===== src/rtl/wb_commit_if.sv =====
// Bundle between the MEM/WB register/consumers and the write-back commit stage.
// The master drives the wb_* bundle and read requests; the slave is the commit block.
interface wb_commit_if #(
  parameter int DATA_W = 32,
  parameter int ADDR_W = 5,
  parameter int CNT_W  = 32
);
  logic [ADDR_W-1:0] i_wb_wd;
  logic              i_wb_wreg;
  logic [DATA_W-1:0] i_wb_wdata;
  logic [DATA_W-1:0] i_wb_hi;
  logic [DATA_W-1:0] i_wb_lo;
  logic              i_wb_whilo;
  logic              i_wb_LLbit_we;
  logic              i_wb_LLbit_value;
  logic              i_flush;
  logic              i_re1;
  logic              i_re2;
  logic [ADDR_W-1:0] i_raddr1;
  logic [ADDR_W-1:0] i_raddr2;
  logic [DATA_W-1:0] o_rdata1;
  logic [DATA_W-1:0] o_rdata2;
  logic [DATA_W-1:0] o_hi;
  logic [DATA_W-1:0] o_lo;
  logic              o_LLbit;
  logic [CNT_W-1:0]  o_commit_cnt;

  modport master (
    output i_wb_wd, i_wb_wreg, i_wb_wdata, i_wb_hi, i_wb_lo, i_wb_whilo,
           i_wb_LLbit_we, i_wb_LLbit_value, i_flush, i_re1, i_re2, i_raddr1, i_raddr2,
    input  o_rdata1, o_rdata2, o_hi, o_lo, o_LLbit, o_commit_cnt
  );

  modport slave (
    input  i_wb_wd, i_wb_wreg, i_wb_wdata, i_wb_hi, i_wb_lo, i_wb_whilo,
           i_wb_LLbit_we, i_wb_LLbit_value, i_flush, i_re1, i_re2, i_raddr1, i_raddr2,
    output o_rdata1, o_rdata2, o_hi, o_lo, o_LLbit, o_commit_cnt
  );
endinterface


===== src/rtl/wb_commit.sv =====
// Write-back commit stage: GPR file with same-cycle bypass, HI/LO pair, LLbit and
// a committed-GPR-write counter.
module wb_commit #(
  parameter int DATA_W = 32,
  parameter int ADDR_W = 5,
  parameter int CNT_W  = 32
) (
  input  logic        clk,
  input  logic        rst,
  wb_commit_if.slave  bus
);
  localparam int NREGS = 2 ** ADDR_W;

  logic [DATA_W-1:0] r_gpr [NREGS];
  logic [DATA_W-1:0] r_hi;
  logic [DATA_W-1:0] r_lo;
  logic              r_llbit;
  logic [CNT_W-1:0]  r_commitCnt;
  logic              w_gprWe;

  // Register 0 is never written, so it keeps its reset value and is masked on read anyway.
  assign w_gprWe = bus.i_wb_wreg && (bus.i_wb_wd != '0);

  always_ff @(posedge clk) begin
    if (rst) begin
      for (int i = 0; i < NREGS; i++) r_gpr[i] <= '0;
    end else if (w_gprWe) begin
      r_gpr[bus.i_wb_wd] <= bus.i_wb_wdata;
    end
  end

  always_ff @(posedge clk) begin
    if (rst) begin
      r_hi <= '0;
      r_lo <= '0;
    end else if (bus.i_wb_whilo) begin
      r_hi <= bus.i_wb_hi;
      r_lo <= bus.i_wb_lo;
    end
  end

  always_ff @(posedge clk) begin
    if (rst || bus.i_flush) r_llbit <= 1'b0;
    else if (bus.i_wb_LLbit_we) r_llbit <= bus.i_wb_LLbit_value;
  end

  always_ff @(posedge clk) begin
    if (rst) r_commitCnt <= '0;
    else if (w_gprWe) r_commitCnt <= r_commitCnt + 1'b1;
  end

  function automatic logic [DATA_W-1:0] readPort(input logic re, input logic [ADDR_W-1:0] addr);
    logic [DATA_W-1:0] data;
    data = '0;
    if (!rst && re && (addr != '0)) begin
      if (bus.i_wb_wreg && (bus.i_wb_wd == addr)) data = bus.i_wb_wdata;
      else data = r_gpr[addr];
    end
    return data;
  endfunction

  // Both ports see the in-flight write-back value so ID never stalls on a WB hazard.
  always_comb begin
    bus.o_rdata1 = readPort(bus.i_re1, bus.i_raddr1);
    bus.o_rdata2 = readPort(bus.i_re2, bus.i_raddr2);
  end

  always_comb begin
    bus.o_LLbit = r_llbit;
    if (rst || bus.i_flush) bus.o_LLbit = 1'b0;
    else if (bus.i_wb_LLbit_we) bus.o_LLbit = bus.i_wb_LLbit_value;
  end

  assign bus.o_hi         = r_hi;
  assign bus.o_lo         = r_lo;
  assign bus.o_commit_cnt = r_commitCnt;
endmodule


===== src/flat_wrapper.sv =====
// flat-port wrapper written by rule: the top's interface ports become plain ports
module wb_commit_flat 
#(
  parameter int DATA_W = 32,
  parameter int ADDR_W = 5,
  parameter int CNT_W  = 32
)
  (clk, rst, bus_i_wb_wd, bus_i_wb_wreg, bus_i_wb_wdata, bus_i_wb_hi, bus_i_wb_lo, bus_i_wb_whilo, bus_i_wb_LLbit_we, bus_i_wb_LLbit_value, bus_i_flush, bus_i_re1, bus_i_re2, bus_i_raddr1, bus_i_raddr2, bus_o_rdata1, bus_o_rdata2, bus_o_hi, bus_o_lo, bus_o_LLbit, bus_o_commit_cnt);
  wb_commit_if #(.DATA_W(DATA_W), .ADDR_W(ADDR_W), .CNT_W(CNT_W)) bus_i ();
  input  logic clk;
  input  logic rst;
  input wire logic [$bits(bus_i.i_wb_wd)-1:0] bus_i_wb_wd;
  input wire logic [$bits(bus_i.i_wb_wreg)-1:0] bus_i_wb_wreg;
  input wire logic [$bits(bus_i.i_wb_wdata)-1:0] bus_i_wb_wdata;
  input wire logic [$bits(bus_i.i_wb_hi)-1:0] bus_i_wb_hi;
  input wire logic [$bits(bus_i.i_wb_lo)-1:0] bus_i_wb_lo;
  input wire logic [$bits(bus_i.i_wb_whilo)-1:0] bus_i_wb_whilo;
  input wire logic [$bits(bus_i.i_wb_LLbit_we)-1:0] bus_i_wb_LLbit_we;
  input wire logic [$bits(bus_i.i_wb_LLbit_value)-1:0] bus_i_wb_LLbit_value;
  input wire logic [$bits(bus_i.i_flush)-1:0] bus_i_flush;
  input wire logic [$bits(bus_i.i_re1)-1:0] bus_i_re1;
  input wire logic [$bits(bus_i.i_re2)-1:0] bus_i_re2;
  input wire logic [$bits(bus_i.i_raddr1)-1:0] bus_i_raddr1;
  input wire logic [$bits(bus_i.i_raddr2)-1:0] bus_i_raddr2;
  output wire logic [$bits(bus_i.o_rdata1)-1:0] bus_o_rdata1;
  output wire logic [$bits(bus_i.o_rdata2)-1:0] bus_o_rdata2;
  output wire logic [$bits(bus_i.o_hi)-1:0] bus_o_hi;
  output wire logic [$bits(bus_i.o_lo)-1:0] bus_o_lo;
  output wire logic [$bits(bus_i.o_LLbit)-1:0] bus_o_LLbit;
  output wire logic [$bits(bus_i.o_commit_cnt)-1:0] bus_o_commit_cnt;
  assign bus_i.i_wb_wd = bus_i_wb_wd;
  assign bus_i.i_wb_wreg = bus_i_wb_wreg;
  assign bus_i.i_wb_wdata = bus_i_wb_wdata;
  assign bus_i.i_wb_hi = bus_i_wb_hi;
  assign bus_i.i_wb_lo = bus_i_wb_lo;
  assign bus_i.i_wb_whilo = bus_i_wb_whilo;
  assign bus_i.i_wb_LLbit_we = bus_i_wb_LLbit_we;
  assign bus_i.i_wb_LLbit_value = bus_i_wb_LLbit_value;
  assign bus_i.i_flush = bus_i_flush;
  assign bus_i.i_re1 = bus_i_re1;
  assign bus_i.i_re2 = bus_i_re2;
  assign bus_i.i_raddr1 = bus_i_raddr1;
  assign bus_i.i_raddr2 = bus_i_raddr2;
  assign bus_o_rdata1 = bus_i.o_rdata1;
  assign bus_o_rdata2 = bus_i.o_rdata2;
  assign bus_o_hi = bus_i.o_hi;
  assign bus_o_lo = bus_i.o_lo;
  assign bus_o_LLbit = bus_i.o_LLbit;
  assign bus_o_commit_cnt = bus_i.o_commit_cnt;
  wb_commit #(.DATA_W(DATA_W), .ADDR_W(ADDR_W), .CNT_W(CNT_W)) u_core (.clk(clk), .rst(rst), .bus(bus_i));
endmodule

===== config.mk =====
export PLATFORM = sky130hd
export DESIGN_NAME = wb_commit_flat
export DESIGN_NICKNAME = d
export VERILOG_FILES = /design/src/rtl/wb_commit_if.sv /design/src/rtl/wb_commit.sv /design/src/flat_wrapper.sv
export SDC_FILE = /design/constraint.sdc
export NUM_CORES = 2
export LEC_CHECK = 0
export CORE_MARGIN = 2
export CORE_UTILIZATION = 45
export CTS_CLUSTER_DIAMETER = 100
export DETAILED_ROUTE_END_ITERATION = 10
export PLACE_DENSITY_LB_ADDON = 0.12
export SETUP_SLACK_MARGIN = 0.3
export SLEW_MARGIN = 20
export SYNTH_ARGS = -nofsm -noshare
export SYNTH_HDL_FRONTEND = slang
export SYNTH_SLANG_ARGS = --single-unit

===== constraint.sdc =====
create_clock -name clk -period 5.2 [get_ports clk]
set_input_delay 1.56 -clock clk [delete_from_list [all_inputs] [get_ports clk]]
set_output_delay 1.56 -clock clk [all_outputs]
set_load 0.005 [all_outputs]

; After elaboration in Yosys (flattened, before gate mapping)
; Memories as Yosys holds them, arrays and structs flattened.
; Cells that the tools add are included.
[word_totals]
register_bits = 97
word_cells = 35
input_bits = 120
ram_bits = 1024
n_memories = 1
out_inout_bits = 161
[mem_list]
columns = name, depth, word_bits, rd, rd_ports_with_merged_regs, wr, line
row1 = u_core.r_gpr, 32, 32, 2, 0, 32, wb_commit.sv:14  ; logic [DATA_W-1:0] r_gpr [NREGS];
[classes]
eq_ne = 2
mux = 14
reduce_logical = 13
add_sub_neg = 1
[op_table]
columns = op, n
row1 = two-way mux 32 bit, 5
row2 = adder 32 x 1 -> 32 bit (second input constant), 1
row3 = OR reduction 32 bit, 1
row4 = nonzero test 5 bit, 3
row5 = == test 5 bit, 2
row6 = two-way mux 1 bit, 8
row7 = logical AND 1 bit, 7
row8 = two-way mux 5 bit, 1
row9 = zero test 1 bit, 1
row10 = logical OR 1 bit, 1

; Longest topological paths before layout
[logic_depth]
depth_word = 7
depth_mapped = 10
mapped_depth_nobuf = 5

; Worst setup path before layout
; No wires, ideal clock.
[synth_path]
kind = input -> register
start = in bus_i_wb_wd[2]
end = mem u_core.r_gpr[12][0], enable pin
path_stages = 7
path_buffers = 3
setup_time_ns = 0.466
path_slack_ns = -0.040
required_ns = 4.734
arrival_ns = 4.774
cell_sequence = buf_4 or3_4 buf_6 o21a_1 nand2_1 buf_2 o21ai_0
[synth_rtl]
columns = item, line
row1 = "start, declared", flat_wrapper.sv:12  ; input wire logic [$bits(bus_i.i_wb_wd)-1:0] bus_i_wb_wd;
row2 = "end, declared", wb_commit.sv:14

; Worst setup path in the final report
[layout_path]
start = in bus_i_raddr2[0]
end = out bus_o_rdata2[16]
[layout_between]
elab_chain_len = 4
elab_cells_between_ends = 7
cone_classes = eq/ne: 1 / mux: 2 / reduce/logical: 3 / memory: 1
[layout_rtl]
columns = item, line
row1 = "start, declared", flat_wrapper.sv:24  ; input wire logic [$bits(bus_i.i_raddr2)-1:0] bus_i_raddr2;
row2 = "parallel branches: the longest is 3 deep, another holds memory read (32 x 32 bit)", -
row3 = two-way mux 32 bit *, wb_commit.sv:55  ; if (!rst && re && (addr != '0)) begin
row4 = "end, declared", flat_wrapper.sv:26  ; output wire logic [$bits(bus_i.o_rdata2)-1:0] bus_o_rdata2;
; Every way passes the cells marked *.

==> results.md <==
* Status: complete, but fails checks
* Failing checks: negative setup slack
* Worst-Skew Late Latency at 0.77 ns
* DRT iter0 DRCs at 6073
* Most common cell in the synthesized netlist: edfxtp_1
* RSZ-0062 raised after global routing: yes
* Pin count of the biggest net entering global routing at 131
* Min Hold Slack at slightly below 0.5 ns
* Final ANT Viol Nets at 0
* Synthesis-stage register bit count at 1121
* Initial Util at 0.452
* Layout Utilization at 0.617
* CP Cell Sequence: buf_16 > buf_16 > xnor2_4 > nand2_2 > buf_6 > o311ai_4 > buf_12 > buf_6 > buf_16 > buf_12 > buf_6 > a21oi_2 > a211o_1 > buf_2
* DRC viols at 0
* Die height at ~370 um
* Share of the synthesized area in the top cell type at 0.519
* Area of the multi-input gates at 27900 um^2
* Post-Route WL at 234000 um
* Pre-CTS setup slack at -1.09 ns
* Worst setup margin at -0.0613 ns
* Synthesis-to-layout area growth at 36.6%
* Yosys cell types at 56
* Yosys Warn Count at 0
* Clock transition at path regs at 0.06 ns
* Max_slew headroom at 0.308
* EDFF count, synth at 1024
* Sw Pwr at 6120 uW
* Buffers added on ports at 280
* Combinational group share of total power at 0.174
* Global placement routability congestion at 0.930
* CP Capture Type: output port
* Critical path launch point type: primary input
* Register area at around 33000 um^2
* Fillers at between 9000 and 10000
* Pre-antenna DRT Iters at 6
* Switching portion of total power at 0.260
* Sequential fraction of the synthesis area at 0.552
* Synth area leader: edfxtp_1
* CTS Root Cell: clkbuf_16
* Final Max Tran Viols at 0
* Overflow left after global routing at 0
* Fraction of registers with async set/reset at 0
* Routed vias/inst at 6.30
* Critical path peak fanout at 5
* Fraction of layout cells with a size suffix above 1 at 0.379
* Synth top cells by count: edfxtp_1 (1024), and2_1 (994), mux4_2 (391), mux2i_1 (356), clkbuf_1 (328)
* CP delay by family, top: buffers and inverters
* WP data arrival at approximately 3.7 ns
* Slew at the pin with the worst max-slew slack at 1.04 ns
* IO Pins at about 280
* Required @ worst endpoint at between 3 and 4 ns
* Static Leak at 0.0302 uW
* Fin nets at between 5000 and 6000
* Final hold vios at 0
* Post-synthesis cell area at 59200 um^2
* Max Cap Viol at 0
* Placeable Area at 131000 um^2
* Clk_skew at 0.00643 ns
* Clock sinks at 1121
* First-pass GRT wire length at roughly 320000 um
* GRT Util Overall at 0.338
* PwrDens at between 200 and 300 nW/um^2
* Vias at 44400
* Final min period at 5.26 ns
* Initial antenna violation count at 8
* Synth Flop Type: edfxtp_1
* Worst setup path category: primary input to output port
* Min-delay worst type: flop to flop
* VDD IR max at 0.356 mV
* CTS tree: built
* Post-Synthesis Cells at 4231
* Vias in the first global route at 43700
* H-Tree Depth at 4
* Tcrit/Tclk final at 1.01
* Finish-stage setup viols at 10
* CP max stage delay at 0.36 ns
* Top cells by area, synth: edfxtp_1 (52%), mux4_2 (15%), and2_1 (10%)
* Total internal power at 17400 uW
* Cts hold-fix bufs at 0
* WL/cell at 33.2 um
* Die X at around 370 um
* FMAX at 0.190 GHz
* CP bufs+invs at 9
* Detail Placement HPWL at 135000 um
* Total CTS buffers at 131
* Slowest CP cell: a211o_1
* Part of the power in registers at 0.449
* Row Count at 133
* Die area at 135000 um^2
* Syn_area_per_cell at 14.0 um^2
* Clock share of power at 0.377
* Clk buf depth at 3
-- layer usage --
metal	GRT usage	vias to the layer above	wire length, um
met1	0.450	22700	88500
met3	0.103	580	29000
li1	-	18200	-
met4	0.143	0	10900
met2	0.516	2925	105000
met5	0	-	0
-- stage by stage --
stage | setup TNS, ns | area [um^2] | std cells | power, uW
2_1_floorplan | -8.60 | 59400 | 4262 | 12200
6_report | -0.251 | 80900 | 7045 | 23500
3_5_place_dp | -42.54 | 69400 | 6484 | 13900
4_1_cts | -0.904 | 78800 | 6931 | 23300
5_1_grt | -0.458 | 80900 | 7038 | 24100
3_3_place_gp | -57.52 | 69300 | 6476 | 13900
-- final timing paths --
| path | end | slack [ns] | depth (start not counted) | startpoint |
|---|---|---|---|---|
| worst max-delay path | bus_o_rdata2[16] | -0.06 | 14 | bus_i_raddr2[0] |
| worst min-delay path | u_core.bus.o_commit_cnt[27] | 0.49 | 2 | u_core.bus.o_commit_cnt[27] |
| worst max register to register | u_core.bus.o_commit_cnt[31] | 2.89 | 5 | u_core.bus.o_commit_cnt[18] |
| worst min register to register | u_core.bus.o_commit_cnt[27] | 0.49 | 2 | u_core.bus.o_commit_cnt[27] |
-- layout by cell type (no fill, tap or decap), types with 28 or more instances in the layout --
master / synthesis / final
edfxtp_1: 1024 / 1024
and2_1: 994 / 993
buf_4: 32 / 537
mux4_2: 391 / 391
mux2i_1: 356 / 344
clkdlybuf4s50_1: 0 / 197
buf_12: 0 / 167
buf_6: 8 / 147
clkbuf_16: 0 / 141
dfxtp_1: 97 / 97
nor2_1: 128 / 92
a221oi_2: 0 / 66
buf_16: 0 / 65
a221oi_1: 130 / 61
buf_2: 55 / 61
a211o_1: 52 / 49
buf_8: 0 / 42
a21oi_4: 0 / 39
clkinv_1: 0 / 35
a22oi_1: 54 / 34
conb_1: 1 / 32
o21ai_4: 0 / 31
o21bai_1: 31 / 30
a21oi_2: 0 / 29
a2111oi_4: 0 / 28
nand2_1: 34 / 28
-- cells by family (layout without fill, tap and decap cells) --
kind of cell / Yosys count / in the layout / synth area share
AOI/OAI and AO/OA: 545 / 545 / 0.0681
buffers and inverters: 457 / 1478 / 0.0332
and+or+nand+nor: 1325 / 1325 / 0.133
muxes: 752 / 752 / 0.210
xor gates and xnor gates: 29 / 29 / 0.00429
adders and majority gates: 1 / 1 / 0.000211
DFF: 1121 / 1121 / 0.552
other: 1 / 39 / 0.0000633
-- sequential cells by signal, indices dropped and copies added, names as in the netlist --
register / cells
u_core.bus.o_commit_cnt: 32
u_core.bus.o_lo: 32
u_core.r_llbit: 1
u_core.r_gpr: 1024
u_core.bus.o_hi: 32
-- worst min-delay path, cell delays in order (launching register included) --
cell and delay (ns):
dfxtp_1 0.32, o31ai_1 0.06, a21oi_1 0.06
-- area by class of cell --
cell class              count  area share
inverters                  15    0.000696
clock inverters            71     0.00709
diodes                      7    0.000216
well taps                1755      0.0271
clock buffers             161      0.0427
repair buffers           1231       0.173
multi-input cells        2684       0.345
flip-flops and latches   1121       0.404
-- power groups by stage --
stage / clock, uW / combinational (uW) / sequential, uW
2_1_floorplan: 0 / 1560 / 10700
3_3_place_gp: 0 / 3170 / 10700
3_5_place_dp: 0 / 3190 / 10700
4_1_cts: 8940 / 3780 / 10500
5_1_grt: 9270 / 4200 / 10600
6_report: 8860 / 4090 / 10600
-- repair_timing --
| item | in CTS | in global routing |
|---|---|---|
| endpoints found under the hold margin | 0 | 0 |
| pin swaps | 139 | 145 |
| gates resized for setup | 819 | 263 |
| buffers inserted | 173 | 100 |
| cloned | 42 | 7 |
| endpoints found under the setup margin | 64 | 64 |
(Power assumes the default switching activity.)
